`src/rtl/assay_dose_sequencer_pkg.sv`:
```
// assay_seq_pkg: shared types and helpers for the assay dose sequencer.
// Holds the FSM state enum, default phase lengths and channel search.
package assay_seq_pkg;

  typedef enum logic [2:0] {
    IDLE,
    DOSE,
    MIX,
    FLUSH,
    DONE
  } assay_state_e;

  localparam int DEF_MIX_CYCLES   = 64;
  localparam int DEF_FLUSH_CYCLES = 32;
  localparam int MAX_CH           = 16;
  localparam int CH_IDX_W         = 5;

  // Lowest set index in nz at or above from; MAX_CH when none remain.
  function automatic logic [CH_IDX_W-1:0] next_ch(
    input logic [MAX_CH-1:0]   nz,
    input logic [CH_IDX_W-1:0] from
  );
    logic [CH_IDX_W-1:0] r;
    r = CH_IDX_W'(MAX_CH);
    for (int i = MAX_CH - 1; i >= 0; i--) begin
      if (i >= int'(from) && nz[i]) r = CH_IDX_W'(i);
    end
    return r;
  endfunction

endpackage

```
`src/rtl/assay_dose_sequencer_if.sv`:
```
// assay_dose_sequencer_if: host-side dwell register write bus.
// master drives a write, slave (the sequencer) samples it.
interface assay_dose_sequencer_if #(
  parameter int NUM_CH = 3,
  parameter int CNT_W  = 16
);
  localparam int CH_W = (NUM_CH > 1) ? $clog2(NUM_CH) : 1;

  logic            cfg_we;
  logic [CH_W-1:0] cfg_ch;
  logic [CNT_W-1:0] cfg_dwell;

  modport master (
    output cfg_we,
    output cfg_ch,
    output cfg_dwell
  );

  modport slave (
    input cfg_we,
    input cfg_ch,
    input cfg_dwell
  );
endinterface

```
`src/rtl/assay_dose_sequencer_dwell_timer.sv`:
```
// dwell_timer: loadable down-counter shared by dose, mix and flush.
// Loaded with length-1; expire is high while the count sits at zero.
module dwell_timer #(
  parameter int CNT_W = 16
) (
  input  logic             clk,
  input  logic             rst_n,
  input  logic             load,
  input  logic [CNT_W-1:0] load_val,
  input  logic             en,
  output logic             expire,
  output logic [CNT_W-1:0] cnt
);

  // Count down to zero and hold there; a load always takes priority.
  always_ff @(posedge clk or negedge rst_n) begin
    if (!rst_n) begin
      cnt <= '0;
    end else if (load) begin
      cnt <= load_val;
    end else if (en && cnt != '0) begin
      cnt <= cnt - 1'b1;
    end
  end

  assign expire = (cnt == '0);

endmodule

```
`src/rtl/assay_dose_sequencer.sv`:
```
// assay_dose_sequencer: timed inlet dosing, mixing and optional flush.
// Define ASSAY_SEQ_FLUSH_EN to include the outlet flush phase.
module assay_dose_sequencer
  import assay_seq_pkg::*;
#(
  parameter int NUM_CH       = 3,
  parameter int CNT_W        = 16,
  parameter int MIX_CYCLES   = DEF_MIX_CYCLES,
  parameter int FLUSH_CYCLES = DEF_FLUSH_CYCLES
) (
  input  logic                 clk,
  input  logic                 rst_n,
  input  logic                 start,
  input  logic                 abort,
  assay_dose_sequencer_if.slave cfg,
  output logic [NUM_CH-1:0]    valve_open,
  output logic                 mix_en,
  output logic                 flush_open,
  output logic                 busy,
  output logic                 done
);

  localparam int CH_W = (NUM_CH > 1) ? $clog2(NUM_CH) : 1;
  localparam logic [CNT_W-1:0] MIX_LD = CNT_W'(MIX_CYCLES - 1);

  assay_state_e        state, nstate;
  logic [CH_IDX_W-1:0] ch, nch, first, after;
  logic [CNT_W-1:0]    dwell [NUM_CH];
  logic [CNT_W-1:0]    first_dw, after_dw;
  logic [MAX_CH-1:0]   nz;
  logic                load, expire, tmr_en;
  logic [CNT_W-1:0]    load_val, unused_cnt;

  // Flag channels with a non-zero dwell and fetch candidate dwells.
  always_comb begin
    nz       = '0;
    first_dw = '0;
    after_dw = '0;
    for (int i = 0; i < NUM_CH; i++) begin
      nz[i] = (dwell[i] != '0);
      if (first == CH_IDX_W'(i)) first_dw = dwell[i];
      if (after == CH_IDX_W'(i)) after_dw = dwell[i];
    end
  end

  assign first  = next_ch(nz, '0);
  assign after  = next_ch(nz, ch + 1'b1);
  assign tmr_en = (state == DOSE) || (state == MIX) ||
                  (state == FLUSH);

  dwell_timer #(.CNT_W(CNT_W)) u_timer (
    .clk      (clk),
    .rst_n    (rst_n),
    .load     (load),
    .load_val (load_val),
    .en       (tmr_en),
    .expire   (expire),
    .cnt      (unused_cnt)
  );

  // Next-state logic; each phase transition reloads the shared timer.
  always_comb begin
    nstate   = state;
    nch      = ch;
    load     = 1'b0;
    load_val = '0;
    if (abort) begin
      nstate = IDLE;
    end else begin
      unique case (state)
        IDLE: if (start) begin
          load = 1'b1;
          if (int'(first) < NUM_CH) begin
            nstate   = DOSE;
            nch      = first;
            load_val = first_dw - 1'b1;
          end else begin
            nstate   = MIX;
            load_val = MIX_LD;
          end
        end
        DOSE: if (expire) begin
          load = 1'b1;
          if (int'(after) < NUM_CH) begin
            nch      = after;
            load_val = after_dw - 1'b1;
          end else begin
            nstate   = MIX;
            load_val = MIX_LD;
          end
        end
`ifdef ASSAY_SEQ_FLUSH_EN
        MIX: if (expire) begin
          nstate   = FLUSH;
          load     = 1'b1;
          load_val = CNT_W'(FLUSH_CYCLES - 1);
        end
`else
        MIX: if (expire) nstate = DONE;
`endif
        FLUSH: if (expire) nstate = DONE;
        DONE: nstate = IDLE;
        default: nstate = IDLE;
      endcase
    end
  end

  // State and active channel registers.
  always_ff @(posedge clk or negedge rst_n) begin
    if (!rst_n) begin
      state <= IDLE;
      ch    <= '0;
    end else begin
      state <= nstate;
      ch    <= nch;
    end
  end

  // Dwell registers only change while no assay is running.
  always_ff @(posedge clk or negedge rst_n) begin
    if (!rst_n) begin
      for (int i = 0; i < NUM_CH; i++) dwell[i] <= '0;
    end else if (cfg.cfg_we && (state == IDLE || state == DONE)) begin
      for (int i = 0; i < NUM_CH; i++) begin
        if (cfg.cfg_ch == CH_W'(i)) dwell[i] <= cfg.cfg_dwell;
      end
    end
  end

  // Registered drives decoded from the upcoming state.
  always_ff @(posedge clk or negedge rst_n) begin
    if (!rst_n) begin
      valve_open <= '0;
      mix_en     <= 1'b0;
      busy       <= 1'b0;
      done       <= 1'b0;
    end else begin
      for (int i = 0; i < NUM_CH; i++) begin
        valve_open[i] <= (nstate == DOSE) && (nch == CH_IDX_W'(i));
      end
      mix_en <= (nstate == MIX);
      busy   <= (nstate == DOSE) || (nstate == MIX) ||
                (nstate == FLUSH);
      done   <= (nstate == DONE);
    end
  end

`ifdef ASSAY_SEQ_FLUSH_EN
  // Outlet flush valve drive.
  always_ff @(posedge clk or negedge rst_n) begin
    if (!rst_n) flush_open <= 1'b0;
    else        flush_open <= (nstate == FLUSH);
  end
`else
  wire unused_flush = |32'(FLUSH_CYCLES);
  assign flush_open = 1'b0;
`endif

endmodule
```
`src/flat_wrapper.sv`:
```
// flat-port wrapper written by rule: the top's interface ports become plain ports
module assay_dose_sequencer_flat import assay_seq_pkg::*;
#(
  parameter int NUM_CH       = 3,
  parameter int CNT_W        = 16,
  parameter int MIX_CYCLES   = DEF_MIX_CYCLES,
  parameter int FLUSH_CYCLES = DEF_FLUSH_CYCLES
)
  (clk, rst_n, start, abort, valve_open, mix_en, flush_open, busy, done, cfg_cfg_we, cfg_cfg_ch, cfg_cfg_dwell);
  assay_dose_sequencer_if #(.NUM_CH(NUM_CH), .CNT_W(CNT_W)) cfg_i ();
  input  logic clk;
  input  logic rst_n;
  input  logic start;
  input  logic abort;
  output logic [NUM_CH-1:0] valve_open;
  output logic mix_en;
  output logic flush_open;
  output logic busy;
  output logic done;
  input wire logic [$bits(cfg_i.cfg_we)-1:0] cfg_cfg_we;
  input wire logic [$bits(cfg_i.cfg_ch)-1:0] cfg_cfg_ch;
  input wire logic [$bits(cfg_i.cfg_dwell)-1:0] cfg_cfg_dwell;
  assign cfg_i.cfg_we = cfg_cfg_we;
  assign cfg_i.cfg_ch = cfg_cfg_ch;
  assign cfg_i.cfg_dwell = cfg_cfg_dwell;
  assay_dose_sequencer #(.NUM_CH(NUM_CH), .CNT_W(CNT_W), .MIX_CYCLES(MIX_CYCLES), .FLUSH_CYCLES(FLUSH_CYCLES)) u_core (.clk(clk), .rst_n(rst_n), .start(start), .abort(abort), .cfg(cfg_i), .valve_open(valve_open), .mix_en(mix_en), .flush_open(flush_open), .busy(busy), .done(done));
endmodule
```
`config.mk`:
```
export PLATFORM = sky130hd
export DESIGN_NAME = assay_dose_sequencer_flat
export DESIGN_NICKNAME = d
export VERILOG_FILES = /design/src/rtl/assay_dose_sequencer_pkg.sv /design/src/rtl/assay_dose_sequencer_if.sv /design/src/rtl/assay_dose_sequencer_dwell_timer.sv /design/src/rtl/assay_dose_sequencer.sv /design/src/flat_wrapper.sv
export SDC_FILE = /design/constraint.sdc
export NUM_CORES = 1
export LEC_CHECK = 0
export BUFFER_PORTS_ARGS = -buffer_cell sky130_fd_sc_hd__clkbuf_2
export CAP_MARGIN = 40
export CORE_ASPECT_RATIO = 0.5
export CORE_MARGIN = 2
export CORE_UTILIZATION = 30
export CTS_BUF_LIST = sky130_fd_sc_hd__clkbuf_2
export CTS_CLUSTER_DIAMETER = 50
export DETAILED_ROUTE_END_ITERATION = 12
export GPL_ROUTABILITY_DRIVEN = 0
export PLACE_DENSITY = 0.53
export REMOVE_ABC_BUFFERS = 1
export SETUP_SLACK_MARGIN = 0.3
export SLEW_MARGIN = 20
export SYNTH_ARGS = -nofsm -noshare
export SYNTH_HDL_FRONTEND = slang
export SYNTH_SLANG_ARGS = --single-unit
export TNS_END_PERCENT = 50
```
`constraint.sdc`:
```
create_clock -name clk -period 5.35 [get_ports clk]
set_input_delay 0.2675 -clock clk [delete_from_list [all_inputs] [get_ports clk]]
set_output_delay 0.2675 -clock clk [all_outputs]
set_load 0.01 [all_outputs]
```
# == Word level (Yosys, flattened, before mapping) ==
# Index checks and enable logic that the tools add are counted.
# op_classes
addsub,4
order_cmp,5
n_eq_ne,16
mux,37
n_reduce_logical,28
# op_table
cell,n
$mux W16,13
$reduce_bool A16 Y1,4
$mux W5,11
$sub A16 B1 Y16 const B,3
$pmux W16 S2,1
$logic_not A16 Y1,1
$eq A5 B1 Y1 const B,3
$eq A5 B2 Y1 const B,3
$logic_not A5 Y1,3
$mux W3,5
$eq A3 B2 Y1 const B,4
$ge A1 B5 Y1 const A,2
$lt A5 B2 Y1 const B,2
$pmux W5 S2,1
$pmux W3 S3,1
$logic_and A1 B1 Y1,8
$eq A3 B1 Y1 const B,2
$eq A3 B3 Y1 const B,2
$reduce_and A2 Y1,3
$add A5 B1 Y5 const B,1
$ge A2 B5 Y1 const A,1
$logic_or A1 B1 Y1,5
$logic_not A3 Y1,1
$mux W1,3
other kinds (7),7
# totals
register_bits,78
word_cells,100

# == Longest topological paths before layout ==
# depth
depth_word,16
mapped_depth,15
ltp_nobuf,13

# == By module ==
# From an unflattened synthesis, not the netlist that was laid out.
# hier_totals
hier_cells,583
hier_area_um2,5434.0
# by_module_without_submodules
mod,n_inst,cells_per_inst,area_each_um2
assay_dose_sequencer,1,459,4379.2
dwell_timer,1,124,1054.8

# == Worst setup path before layout ==
# OpenSTA, ideal clock, no wires.
# synth_path
kind,reg-to-reg
startpoint,register u_core.dwell[37] (netlist bit)
endpoint,register u_core.u_timer.cnt[14]
setup_ns,0.131
arrival_time_ns,3.088
required_ns,5.219
setup_slack_ns,2.131
stages_incl_launch_ff,14
n_path_buf,3
synth_period_minus_slack_ns,3.219
cell_sequence,dfrtp_1 > nor4_1 > and4_1 > buf_4 > buf_2 > buf_2 > o21ai_0 > a221oi_1 > inv_1 > ha_1 > nand2_1 > and4b_1 > a221o_1 > or3_1
# synth_via
elab_chain_len,13
elab_cells_between_ends,27
# synth_lines
element,line,source
"start, declared",assay_dose_sequencer.sv:28,logic [CNT_W-1:0] dwell [NUM_CH];
"start signal, assigned by index",assay_dose_sequencer.sv:125,if (cfg.cfg_ch == CH_W'(i)) dwell[i] <= cfg.cfg_dwell;
$reduce_bool A16 Y1,assay_dose_sequencer.sv:40,nz[i] = (dwell[i] != '0);
$logic_and A1 B1 Y1,assay_dose_sequencer_pkg.sv:26,if (i >= int'(from) && nz[i]) r = CH_IDX_W'(i);
$mux W5,assay_dose_sequencer_pkg.sv:26,
$logic_not A5 Y1,assay_dose_sequencer.sv:42,if (after == CH_IDX_W'(i)) after_dw = dwell[i];
$mux W16 (3 in series),assay_dose_sequencer.sv:42,
$sub A16 B1 Y16,assay_dose_sequencer.sv:86,load_val = after_dw - 1'b1;
$mux W16,assay_dose_sequencer.sv:84,if (int'(after) < NUM_CH) begin
$mux W16,assay_dose_sequencer.sv:82,DOSE: if (expire) begin
$pmux W16 S2 (*),assay_dose_sequencer.sv:70,unique case (state)
$mux W16 (*),assay_dose_sequencer.sv:67,if (abort) begin
$mux W16 (*),assay_dose_sequencer_dwell_timer.sv:19,end else if (load) begin
"end signal, assigned",assay_dose_sequencer_dwell_timer.sv:20,cnt <= load_val;
"end signal, assigned",assay_dose_sequencer_dwell_timer.sv:22,cnt <= cnt - 1'b1;
"end, declared",assay_dose_sequencer_dwell_timer.sv:12,output logic [CNT_W-1:0] cnt
# Mark *: on every way between the ends. The rest lies on a longest branch, timed or not.
# A chain may end at the register's enable or synchronous reset.

# == Final worst setup path ==
# layout_path
startpoint,register u_core.dwell[38] (netlist bit)
endpoint,register u_core.u_timer.cnt[14]
# The elaborated chain is that of the path after synthesis.

==> impl_results.md <==
- Synthesized instance count: 601
- Vias: 5114
- Die Ht: 99.81 um
- Max Slew Vio Count: 0
- Clock tree buffer depth: 2
- NumNets Final: 671
- DR iter-0 viols: 569
- Root buffer cell: clkbuf_2
- Total GRT Usage: 0.1847
- Setup violators final: 0
- Sequential-to-total area share from yosys stat: 0.3544
- HPWL after detailed placement: 12700 um
- # H-tree levels: 3
- Fin. Hold Viols: 0
- Die footprint: 19520 um2
- CP required: 5.86 ns
- Largest net degree at the start of global routing: 46
- Distinct cells, synth: 79
- Bufs and invs on worst path: 1
- Setup crit start kind: flop
- Diodes inserted: 0
- Fin Setup TNS: 0 ns
- Layer with the highest usage: met1
- Initial antenna violation count: 0
- Dominant cells by area after synthesis: dfrtp_1 (35%), mux2_2 (7.2%), o21ai_0 (3.9%)
- Mean Syn Cell Area: 9.164 um2
- Hold slack final: 0.1187 ns
- Worst-path clk slew: 0.28 ns
- Number of synthesized flops with an enable pin: 0
- Critical Path Max Stage Delay: 0.58 ns
- Post-route worst setup slack: 0.8835 ns
- Total CTS buffers: 9
- DIE WIDTH: 195.6 um
- Core area: 17650 um2
- Slew @ Worst Pin: 0.8398 ns
- Top_reg_cell synth: dfrtp_1
- Delay-heaviest family, CP: simple AND/OR/NAND/NOR gates
- Crit end category: flop
- Hold Path Class: in -> async
- Latest clock arrival within the worst-skew pair: 0.61 ns
- Dominant cell type by area after synthesis: dfrtp_1
- Post-Place Worst Slack: 1.030 ns
- Cell area after synthesis: 5508 um2
- RSZ-0062 raised after global routing: no
- Fmax: 223.9 MHz
- Vias in the first global route: 4886
- First-pass GRT wire length: 28300 um
- Final Cycle Share: 0.8349
- TritonRoute pass-1 iters: 5
- Min Tclk post-route: 4.467 ns
- Slew margin rel.: 0.4402
- Util after Layout: 0.3517
- Pwr Total: 1.893 mW
- CTS tree: done
- Drt drc: 0
- Crit path max fanout: 15
- Crit path DAT: 4.98 ns
- WL final: 17120 um
- GRT met3 Usage: 0.03226
- CTS sink cnt: 78
- CP cell instances: nor4_1 > and4_1 > or2_1 > nand4_2 > o2bb2ai_1 > ha_1 > inv_1 > a2111oi_2 > nand2_2 > o211a_1 > or3_1
- Yosys warning count: 0
- Status: complete, no violations
- Via/cell ratio: 5.811
- Worst vdd ir: 108.3 uV
- Num ports: 30
- Critical path type: reg -> reg
- Wirelength per Cell: 19.45 um
- Slowest-stage cell, CP: and4_1
- Max Cap Violations: 0
- FILL cells: 1810
- Pwr Density: 304.9 nW/um2
- Met2 usage: 0.2723
- Layout cells sized above 1: 0.2028
- Leak: 2.428 nW
- Clock skew after layout: 0.03365 ns
- GR Overflow Total: 0
- Area fraction of the dominant cell type after synthesis: 0.3544
- GRT met1 Usage: 0.2760
- IO Port Bufs: 28
- Routed Antenna Nets: 0
- Cell Rows: 34
- Synth Register Bits: 78
- Initial Util: 0.3120
- Layout area overhead: 12.74%
- Async set-or-reset flop fraction in the synthesized netlist: 1.000
Yosys cell counts, types with 4 or more instances:
cell type and n:
mux2_2 35, buf_2 8, xnor2_1 18, nand2_1 50, nor3_1 35, dfrtp_1 78, and4_1 8, o2111ai_1 5
a211oi_1 5, nand4_1 8, nand4b_1 4, buf_6 4, o21ai_0 43, o221ai_1 4, nor4_2 9, clkbuf_1 13
nor2_1 43, ha_1 7, nor4_1 14, a22oi_1 5, o2bb2ai_1 5, o21a_1 4, a21oi_1 17, buf_4 5
a221oi_2 7, inv_1 23, xor2_1 10, a31oi_1 8, a221o_1 4, nand3_1 15, o22ai_1 7, and2_1 6
a221oi_1 12, a32oi_1 4, or3_1 6
cells in the final DEF (no fill, tap or decap), drive strengths merged, types with 19 or more instances in the layout:
master,count
a21oi,19
a221oi,19
clkbuf,37
dfrtp,78
inv,28
mux2,35
nand2,51
nor2,45
nor3,36
nor4,24
o21ai,46
layer usage:
metal	vias to the layer above	wire, um
met1	2520	8621
met2	196	6993
met3	22	1194
met4	0	311
met5	-	0
li1	2376	-
state kept, by name, summed over array words and instances (netlist names):
name / flops
u_core.busy: 1
u_core.valve_open: 3
u_core.mix_en: 1
u_core.ch: 5
u_core.state: 3
u_core.dwell: 48
u_core.done: 1
u_core.u_timer.cnt: 16
path summary, 6_finish.rpt:
path                                        from                      to  slack, ns  depth (start not counted)
min in group clk                   cfg_cfg_ch[1]        u_core.dwell[43]       0.19                          5
max in group asynchronous                  rst_n         u_core.dwell[0]       4.65                          3
min                                        rst_n  u_core.u_timer.cnt[13]       0.12                          2
max reg2reg                     u_core.dwell[38]  u_core.u_timer.cnt[14]       0.88                         11
min reg2reg                u_core.u_timer.cnt[2]   u_core.u_timer.cnt[2]       0.57                          1
max                             u_core.dwell[38]  u_core.u_timer.cnt[14]       0.88                         11
report_power, final:
group / internal (mW) / total (mW) / leakage [nW] / switching [mW]
clock: 0.0727 / 0.329 / 0.0658 / 0.256
sequential: 0.708 / 0.876 / 0.965 / 0.168
combinational: 0.291 / 0.689 / 1.40 / 0.398
total: 1.07 / 1.89 / 2.43 / 0.822
repair_timing:
item,4_1_cts,5_1_grt
resized for setup,0,0
hold endpoints to repair,131,0
hold buffers,18,0
endpoints found under the setup margin,0,0
buffers inserted,0,0
area by class of cell:
class	instances	area [um2]	area share
Clock inverter	7	62.56	0.01007
Inverter	23	86.33	0.01390
Multi-Input combinational cell	470	3308	0.5327
Tap cell	234	292.8	0.04715
Sequential cell	78	1952	0.3143
Clock buffer	9	45.04	0.007254
Timing Repair Buffer	59	462.9	0.07455
kinds of logic (layout without fill, tap and decap cells):
| kind of cell | Yosys count | in the layout | share of synthesized area |
|---|---|---|---|
| buf+inv | 53 | 98 | 0.04680 |
| other cells | 1 | 1 | 0.0006809 |
| simple gates | 233 | 233 | 0.2440 |
| compound gates | 165 | 165 | 0.2204 |
| xor+xnor | 28 | 28 | 0.04452 |
| mux | 36 | 36 | 0.07338 |
| fa+ha+maj | 7 | 7 | 0.01590 |
| flops | 78 | 78 | 0.3544 |
stage by stage:
stage | area (um2) | cells
after global placement | 5834 | 840
after CTS | 6172 | 877
after detailed placement | 5884 | 843
final | 6210 | 880
after global routing | 6210 | 880
after floorplan | 5336 | 571
(Power assumes the default switching activity.)
